--- src/rtl/demux_2x32_buf.sv ---
// One-to-two demultiplexer. Each output port has its own 2-entry FIFO and
// a counter of delivered words.

module demux_2x32_buf_lane #(
    parameter int WIDTH = 32,
    parameter int CNT_W = 16
) (
    input  logic             clk,
    input  logic             rst,
    input  logic             push,
    input  logic [WIDTH-1:0] wdata,
    input  logic             ready,
    output logic [WIDTH-1:0] data,
    output logic             valid,
    output logic             full,
    output logic [CNT_W-1:0] cnt
);

    typedef enum logic [1:0] {
        EMPTY = 2'd0,
        ONE   = 2'd1,
        FULL  = 2'd2
    } occ_t;

    occ_t             state, state_nxt;
    logic [WIDTH-1:0] slot0, slot1, slot0_nxt, slot1_nxt;
    logic             pop;

    // slot0 is always the head; a pop from FULL shifts slot1 forward
    assign pop   = (state != EMPTY) && ready;
    assign data  = slot0;
    assign valid = (state != EMPTY);
    assign full  = (state == FULL);

    always_comb begin
        state_nxt = state;
        slot0_nxt = slot0;
        slot1_nxt = slot1;
        case (state)
            EMPTY: begin
                if (push) begin
                    slot0_nxt = wdata;
                    state_nxt = ONE;
                end
            end
            ONE: begin
                if (push && pop) begin
                    slot0_nxt = wdata;
                end else if (push) begin
                    slot1_nxt = wdata;
                    state_nxt = FULL;
                end else if (pop) begin
                    state_nxt = EMPTY;
                end
            end
            FULL: begin
                if (pop) begin
                    slot0_nxt = slot1;
                    state_nxt = ONE;
                end
            end
            default: state_nxt = EMPTY;
        endcase
    end

    always_ff @(posedge clk) begin
        if (rst) begin
            state <= EMPTY;
            slot0 <= '0;
            slot1 <= '0;
            cnt   <= '0;
        end else begin
            state <= state_nxt;
            slot0 <= slot0_nxt;
            slot1 <= slot1_nxt;
            if (pop) begin
                cnt <= cnt + CNT_W'(1);
            end
        end
    end

endmodule

module demux_2x32_buf #(
    parameter int WIDTH = 32,
    parameter int CNT_W = 16
) (
    input  logic             clk,
    input  logic             rst,
    input  logic [WIDTH-1:0] in_data,
    input  logic             in_sel,
    input  logic             in_valid,
    output logic             in_ready,
    output logic [WIDTH-1:0] out0_data,
    output logic             out0_valid,
    input  logic             out0_ready,
    output logic [WIDTH-1:0] out1_data,
    output logic             out1_valid,
    input  logic             out1_ready,
    output logic [CNT_W-1:0] cnt0,
    output logic [CNT_W-1:0] cnt1
);

    logic full0, full1;
    logic push0, push1;

    // Readiness looks only at the selected FIFO's occupancy, never at the pops
    assign in_ready = in_sel ? !full1 : !full0;
    assign push0    = in_valid && in_ready && !in_sel;
    assign push1    = in_valid && in_ready && in_sel;

    demux_2x32_buf_lane #(
        .WIDTH(WIDTH),
        .CNT_W(CNT_W)
    ) u_lane0 (
        .clk  (clk),
        .rst  (rst),
        .push (push0),
        .wdata(in_data),
        .ready(out0_ready),
        .data (out0_data),
        .valid(out0_valid),
        .full (full0),
        .cnt  (cnt0)
    );

    demux_2x32_buf_lane #(
        .WIDTH(WIDTH),
        .CNT_W(CNT_W)
    ) u_lane1 (
        .clk  (clk),
        .rst  (rst),
        .push (push1),
        .wdata(in_data),
        .ready(out1_ready),
        .data (out1_data),
        .valid(out1_valid),
        .full (full1),
        .cnt  (cnt1)
    );

endmodule

--- config.mk ---
export PLATFORM = sky130hd
export DESIGN_NAME = demux_2x32_buf
export DESIGN_NICKNAME = d
export VERILOG_FILES = /design/src/rtl/demux_2x32_buf.sv
export SDC_FILE = /design/constraint.sdc
export NUM_CORES = 1
export LEC_CHECK = 0
export ABC_CLOCK_PERIOD_IN_PS = 2740
export CAP_MARGIN = 20
export CORE_MARGIN = 4
export CORE_UTILIZATION = 51
export CTS_CLUSTER_DIAMETER = 150
export DETAILED_ROUTE_END_ITERATION = 6
export PLACE_DENSITY = 0.76
export REMOVE_ABC_BUFFERS = 1
export SYNTH_ARGS = -nofsm -noshare
export SYNTH_HDL_FRONTEND = slang
export SYNTH_HIERARCHICAL = 1
export SYNTH_SLANG_ARGS = --single-unit
--- constraint.sdc ---
create_clock -name clk -period 2.74 [get_ports clk]
set_clock_uncertainty 0.1 [all_clocks]
set_input_delay 0.548 -clock clk [delete_from_list [all_inputs] [get_ports clk]]
set_output_delay 0.548 -clock clk [all_outputs]
set_load 0.005 [all_outputs]
==> results of run 1 <==
## layout make-up
cell class | instances | area share
Timing Repair Buffer | 152 | 0.176
Sequential cell | 164 | 0.371
Clock inverter | 10 | 0.0116
Inverter | 8 | 0.00339
Clock buffer | 22 | 0.0558
Tap cell | 172 | 0.0243
Multi-Input combinational cell | 541 | 0.358
## synth_stat cells, drive strengths merged
cell,n
ha,2
nor2b,4
o22a,2
inv,8
xor2,6
o21ai,12
a211oi,64
nand4,8
and3b,1
or3,8
nand3,10
dlygate4sd1,2
or2,2
and2,2
nor2,94
nand2b,4
and3,2
nor3b,1
xnor2,14
dfxtp,164
nor3,8
nor4,6
or4,2
a21oi,76
a31o,2
buf,16
nand2,140
mux2i,69
clkbuf,38
nand3b,2
## layout by cell type, fill, tap and decap left out, types with 10 or more instances in the layout
cell type	n
nor2_1	94
a211oi_1	64
nand3_1	10
clkbuf_16	17
a21oi_1	76
mux2i_1	69
buf_4	11
dfxtp_1	164
xnor2_1	14
clkdlybuf4s50_1	135
nand2_1	140
## per-stage QoR
| stage | instances | total power (uW) | hold WS, ns |
|---|---|---|---|
| 2_1_floorplan | 713 | 2780 | 0.330 |
| 3_3_place_gp | 1037 | 3120 | 0.341 |
| 3_5_place_dp | 1037 | 3140 | 0.348 |
| 4_1_cts | 1069 | 5490 | 0.356 |
| 5_1_grt | 1069 | 5660 | 0.372 |
| 6_report | 1069 | 5450 | 0.355 |
## registers in the layout, indices dropped and copies added (netlist names)
signal and count:
u_lane0/cnt 16, u_lane0/data 32, u_lane0/slot1 32, u_lane0/state 2, u_lane1/cnt 16, u_lane1/data 32, u_lane1/slot1 32, u_lane1/state 2
## power by group
group	switching (uW)	total, uW	leakage, uW	internal, uW
registers	58.0	2530	0.00133	2480
clock network	913	2360	0.000301	1450
logic	264	555	0.00185	292
## critical path: cells and delay by family
| family | cells | cell delay, ns |
|---|---|---|
| multiplexers | 1 | 0.19 |
| buffers and inverters | 2 | 1.03 |
## per-layer routing
| metal | vias up | part of all wire | global-route usage |
|---|---|---|---|
| met3 | 21 | 0.074 | 0.0622 |
| li1 | 2872 | - | - |
| met1 | 2833 | 0.43 | 0.301 |
| met4 | 0 | 0.012 | 0.0644 |
| met5 | - | 0 | 0 |
| met2 | 207 | 0.48 | 0.397 |
## final timing paths
| check | startpoint | end | cells after the start |
|---|---|---|---|
| worst min register to register | u_lane1/slot1[6] | u_lane1/slot1[6] | 2 |
| worst max register to register | u_lane0/state[0] | u_lane0/slot1[2] | 9 |
| worst max-delay path | in_sel | in_ready | 3 |
| worst min-delay path | u_lane1/slot1[6] | u_lane1/slot1[6] | 2 |
## cell families (layout without fill, tap and decap cells)
kind of cell,after synthesis,count (layout),synth area share
DFF,164,164,0.488
muxes,69,69,0.103
AOI/OAI and AO/OA,156,156,0.144
adders and majority gates,2,2,0.00372
buffers and inverters,64,192,0.0439
xor gates and xnor gates,20,20,0.0260
and+or+nand+nor,294,294,0.192
==> impl_metrics.toml, run 1 <==
[status]
outcome = "finished clean"

[route]
wl_per_cell_um = 16.4
drt_iter0_drc = 465
avgViaCountPerCell = 5.55
ant_nets = 0
first_pass_iters = 5
wirelength_mm = 17.5
drc = 0
num_vias = 5933

[final_layout]
fin_util = 0.693
antenna_cells = 0
multi_input_area_um2 = 3170
syn2layout_area_growth_pct = 31.5
drive_gt1_frac = 0.0725
final_area_um2 = 8850
fillers = 973
final_nets = 924
regArea_um2 = 3280

[global_routing]
grt.total_usage = 0.237
grt_max_degree = 65
antenna_found_initial = 0
grt_overflow_total = 0
grt_pass1_vias = 5817
grt_pass1_wl_mm = 28.5

[synth]
synth_area_leaders = "dfxtp_1 (49%), mux2i_1 (10%), nand2_1 (7.8%)"
synth_top_area_frac = 0.488
synth.largest_area_cell = "dfxtp_1"
synthDistinctLibCells = 36
syn_area_um2 = 6730
syn_avg_cell_area_um2 = 8.75
synth.ff_latch_count = 164
ys.warnings.count = 6
seq_area_frac_synth = 0.488
syn_inst = 769

[sta]
worst_pin_slew_ns = 0.659
drv_slew = 0
max_slew_margin = 0.560
setup_viol = 0
final_hold_viol_count = 0
layout_min_cycle_time_ns = 2.41
fin_crit_sh = 0.881
tns_ns = 0
rsz0062_at_grt = "false"
setup_ws_ns = 0.327
fmax_mhz = 414

[clock_network]
cts-htree-levels = 4
clk_pin_slew_ns = 0.06
clk_latency_ns = 0.42
numCtsBuffers = 17
cts_sinks = 164
cts_setup_buffers = 0
cts-root-buf = "clkbuf_16"
holdBufCountCts = 0
cts_tree = "built"
clockBufferDepth = 2
cts.repair.resized = 0

[placed_design]
gp_congestion = 0.827
io_buffers = 136
placed_area_um2 = 8250
place_hpwl_mm = 10.8
dp_slack_ns = 0.214

[floorplan]
fp.dieH_um = 123
fp-row-count = 41
die_area_um2 = 15100
core_area_um2 = 12800
die-width_um = 123
floorplan.initialDensity = 0.527
ios = 137

[worst_setup_path]
start_kind = "primary input"
worst_path_max_delay_cell = "clkdlybuf4s50_1"
worst-endpoint-required_ns = 2.09
rrSetupSlack_ns = 0.58
cp_common_cell = "clkdlybuf4s50_1"
worstSetupPathType = "in2out"
crit_path_end_kind = "output port"
worstPathArrival_ns = 1.77
crit_path_max_fanout = 3
cp_slowest_stage_delay_ns = 0.52
cp_cell_sequence = "clkdlybuf4s50_1 -> mux2i_1 -> clkdlybuf4s50_1"

[pwr]
ir_drop_uv = 368
powerDensity_nw_per_um2 = 616
p_leak_uw = 0.00349

[run]
drv_cap = 0

[min_path]
hold_class = "reg2reg"
Power figures use the tool's default switching activity.
==> run 2: changes to the inputs <==
Settings changed: ABC_AREA set to 0, CORE_MARGIN 4 to unset, CORE_UTILIZATION 51 to 55, DONT_BUFFER_PORTS set to 1, PLACE_DENSITY 0.76 to 0.67.
==> impl_metrics.toml, run 2 (synthesis gave the netlist of run 1 again) <==
[worst_setup_path]
crit_path_end_kind = "flip-flop"
cp_cell_sequence = "nand2b_2 -> inv_1 -> and3b_1 -> nor2b_1 -> and2_1 -> buf_4 -> nand2_1 -> a21oi_1"
start_kind = "flip-flop"
worstPathArrival_ns = 2.54
cp_slowest_stage_delay_ns = 0.50
worst_path_max_delay_cell = "and2_1"
crit_path_max_fanout = 12
worst-endpoint-required_ns = 2.99
reg2reg_from = "u_lane1/state[0]"
crit_start = "u_lane1/state[0]"
worstSetupPathType = "reg2reg"

[final_layout]
drive_gt1_frac = 0.0728
final_common_cell = "dfxtp_1"
fillers = 1035
fin_util = 0.612
antenna_cells = 0
final_nets = 782
layout_common_cells = "dfxtp_1 (164), nand2_1 (140), nor2_1 (94)"
syn2layout_area_growth_pct = 8.81

[clock_network]
cts_sinks = 164
cts_setup_buffers = 0
holdBufCountCts = 0
clk_pin_slew_ns = 0.06
cts_tree = "built"
clockBufferDepth = 2
cts.repair.resized = 0
cts-root-buf = "clkbuf_16"
cts-htree-levels = 4
clk_latency_ns = 0.42
numCtsBuffers = 17

[floorplan]
core_area_um2 = 12000
die_area_um2 = 12700
fp-row-count = 40
fp.dieH_um = 113
die-width_um = 113
floorplan.initialDensity = 0.563
ios = 137

[global_routing]
grt_overflow_total = 0
grt_pass1_vias = 5011
grt_max_degree = 165
grt_pass1_wl_mm = 24.1
grt.total_usage = 0.240
antenna_found_initial = 0

[sta]
final_hold_viol_count = 0
rsz0062_at_grt = "false"
layout_min_cycle_time_ns = 2.28
setup_viol = 0
max_slew_margin = 0.573
drv_slew = 0
fin_crit_sh = 0.834
fmax_mhz = 438
worst_pin_slew_ns = 0.640

[route]
num_vias = 5123
wl_per_cell_um = 16.3
wirelength_mm = 14.7
first_pass_iters = 5
drt_iter0_drc = 340
ant_nets = 0
drc = 0
avgViaCountPerCell = 5.68

[placed_design]
place_hpwl_mm = 9.03
gp_congestion = 0.742
io_buffers = 0

[pwr]
switching_share = 0.221
pwr-share-comb = 0.049
pwr-share-clk = 0.444
p_leak_uw = 0.00292
ir_drop_uv = 484
internal_power_uw = 3930
powerDensity_nw_per_um2 = 688
p_total_uw = 5040
pwr-share-seq = 0.507
switchingPower_uw = 1110

[min_path]
min_from = "rst"
hold_class = "in2reg"

[status]
outcome = "finished clean"

[run]
drv_cap = 0
## run 2: cell count changes in the layout (fill, tap and decap cells not counted), sizes merged
cell,change
clkinv,-4
clkinvlp,+3
bufinv,-1
buf,-7
clkdlybuf4s50,-135
clkbuf,+2
## run 2: layout make-up
cell class / count / area [um^2] / area share
repair buffers: 10 / 87.6 / 0.0120
clock inverters: 8 / 75.1 / 0.0103
flip-flops and latches: 164 / 3280 / 0.448
multi-input cells: 541 / 3170 / 0.433
inverters: 8 / 30.0 / 0.00410
clock buffers: 24 / 492 / 0.0671
well taps: 147 / 184 / 0.0251
## run 2: metal layers
layer | global-route usage | vias up | routed length, um
li1 | - | 2600 | -
met1 | 0.274 | 2395 | 6190
met2 | 0.402 | 119 | 7250
met3 | 0.0945 | 9 | 1160
met4 | 0.0951 | 0 | 92
met5 | 0 | - | 0
## run 2: power by group through the flow
stage	clock (uW)	sequential [uW]	combinational [uW]
2_1_floorplan	0	2580	199
3_3_place_gp	0	2600	238
3_5_place_dp	0	2610	249
4_1_cts	2300	2560	251
5_1_grt	2410	2560	282
6_report	2240	2550	249
## run 2: worst paths after layout
| check | slack [ns] | cells past startpoint | endpoint |
|---|---|---|---|
| max reg2reg | 0.46 | 8 | u_lane1/slot1[29] |
| min reg2reg | 0.35 | 2 | u_lane0/slot1[7] |
| min | 0.10 | 1 | u_lane1/slot1[12] |
| max | 0.46 | 8 | u_lane1/slot1[29] |
## run 2: worst max-delay path: cells and delay by family, from the launching register on
| kind | cells | cell delay (ns) |
|---|---|---|
| and+or+nand+nor | 5 | 1.23 |
| buffers and inverters | 2 | 0.36 |
| AOI/OAI and AO/OA | 1 | 0.12 |
| DFF | 1 | 0.41 |
## run 2: through the flow
step,instance area [um^2],hold slack [ns],TNS [ns],cells,setup WS [ns]
floorplan,6460,0.330,-109.93,713,-1.20
global placement,6760,0.335,0,870,0.547
detailed placement,6760,0.340,0,870,0.487
CTS,7320,0.0885,0,902,0.460
global route,7320,0.0790,0,902,0.307
finish,7320,0.101,0,902,0.455
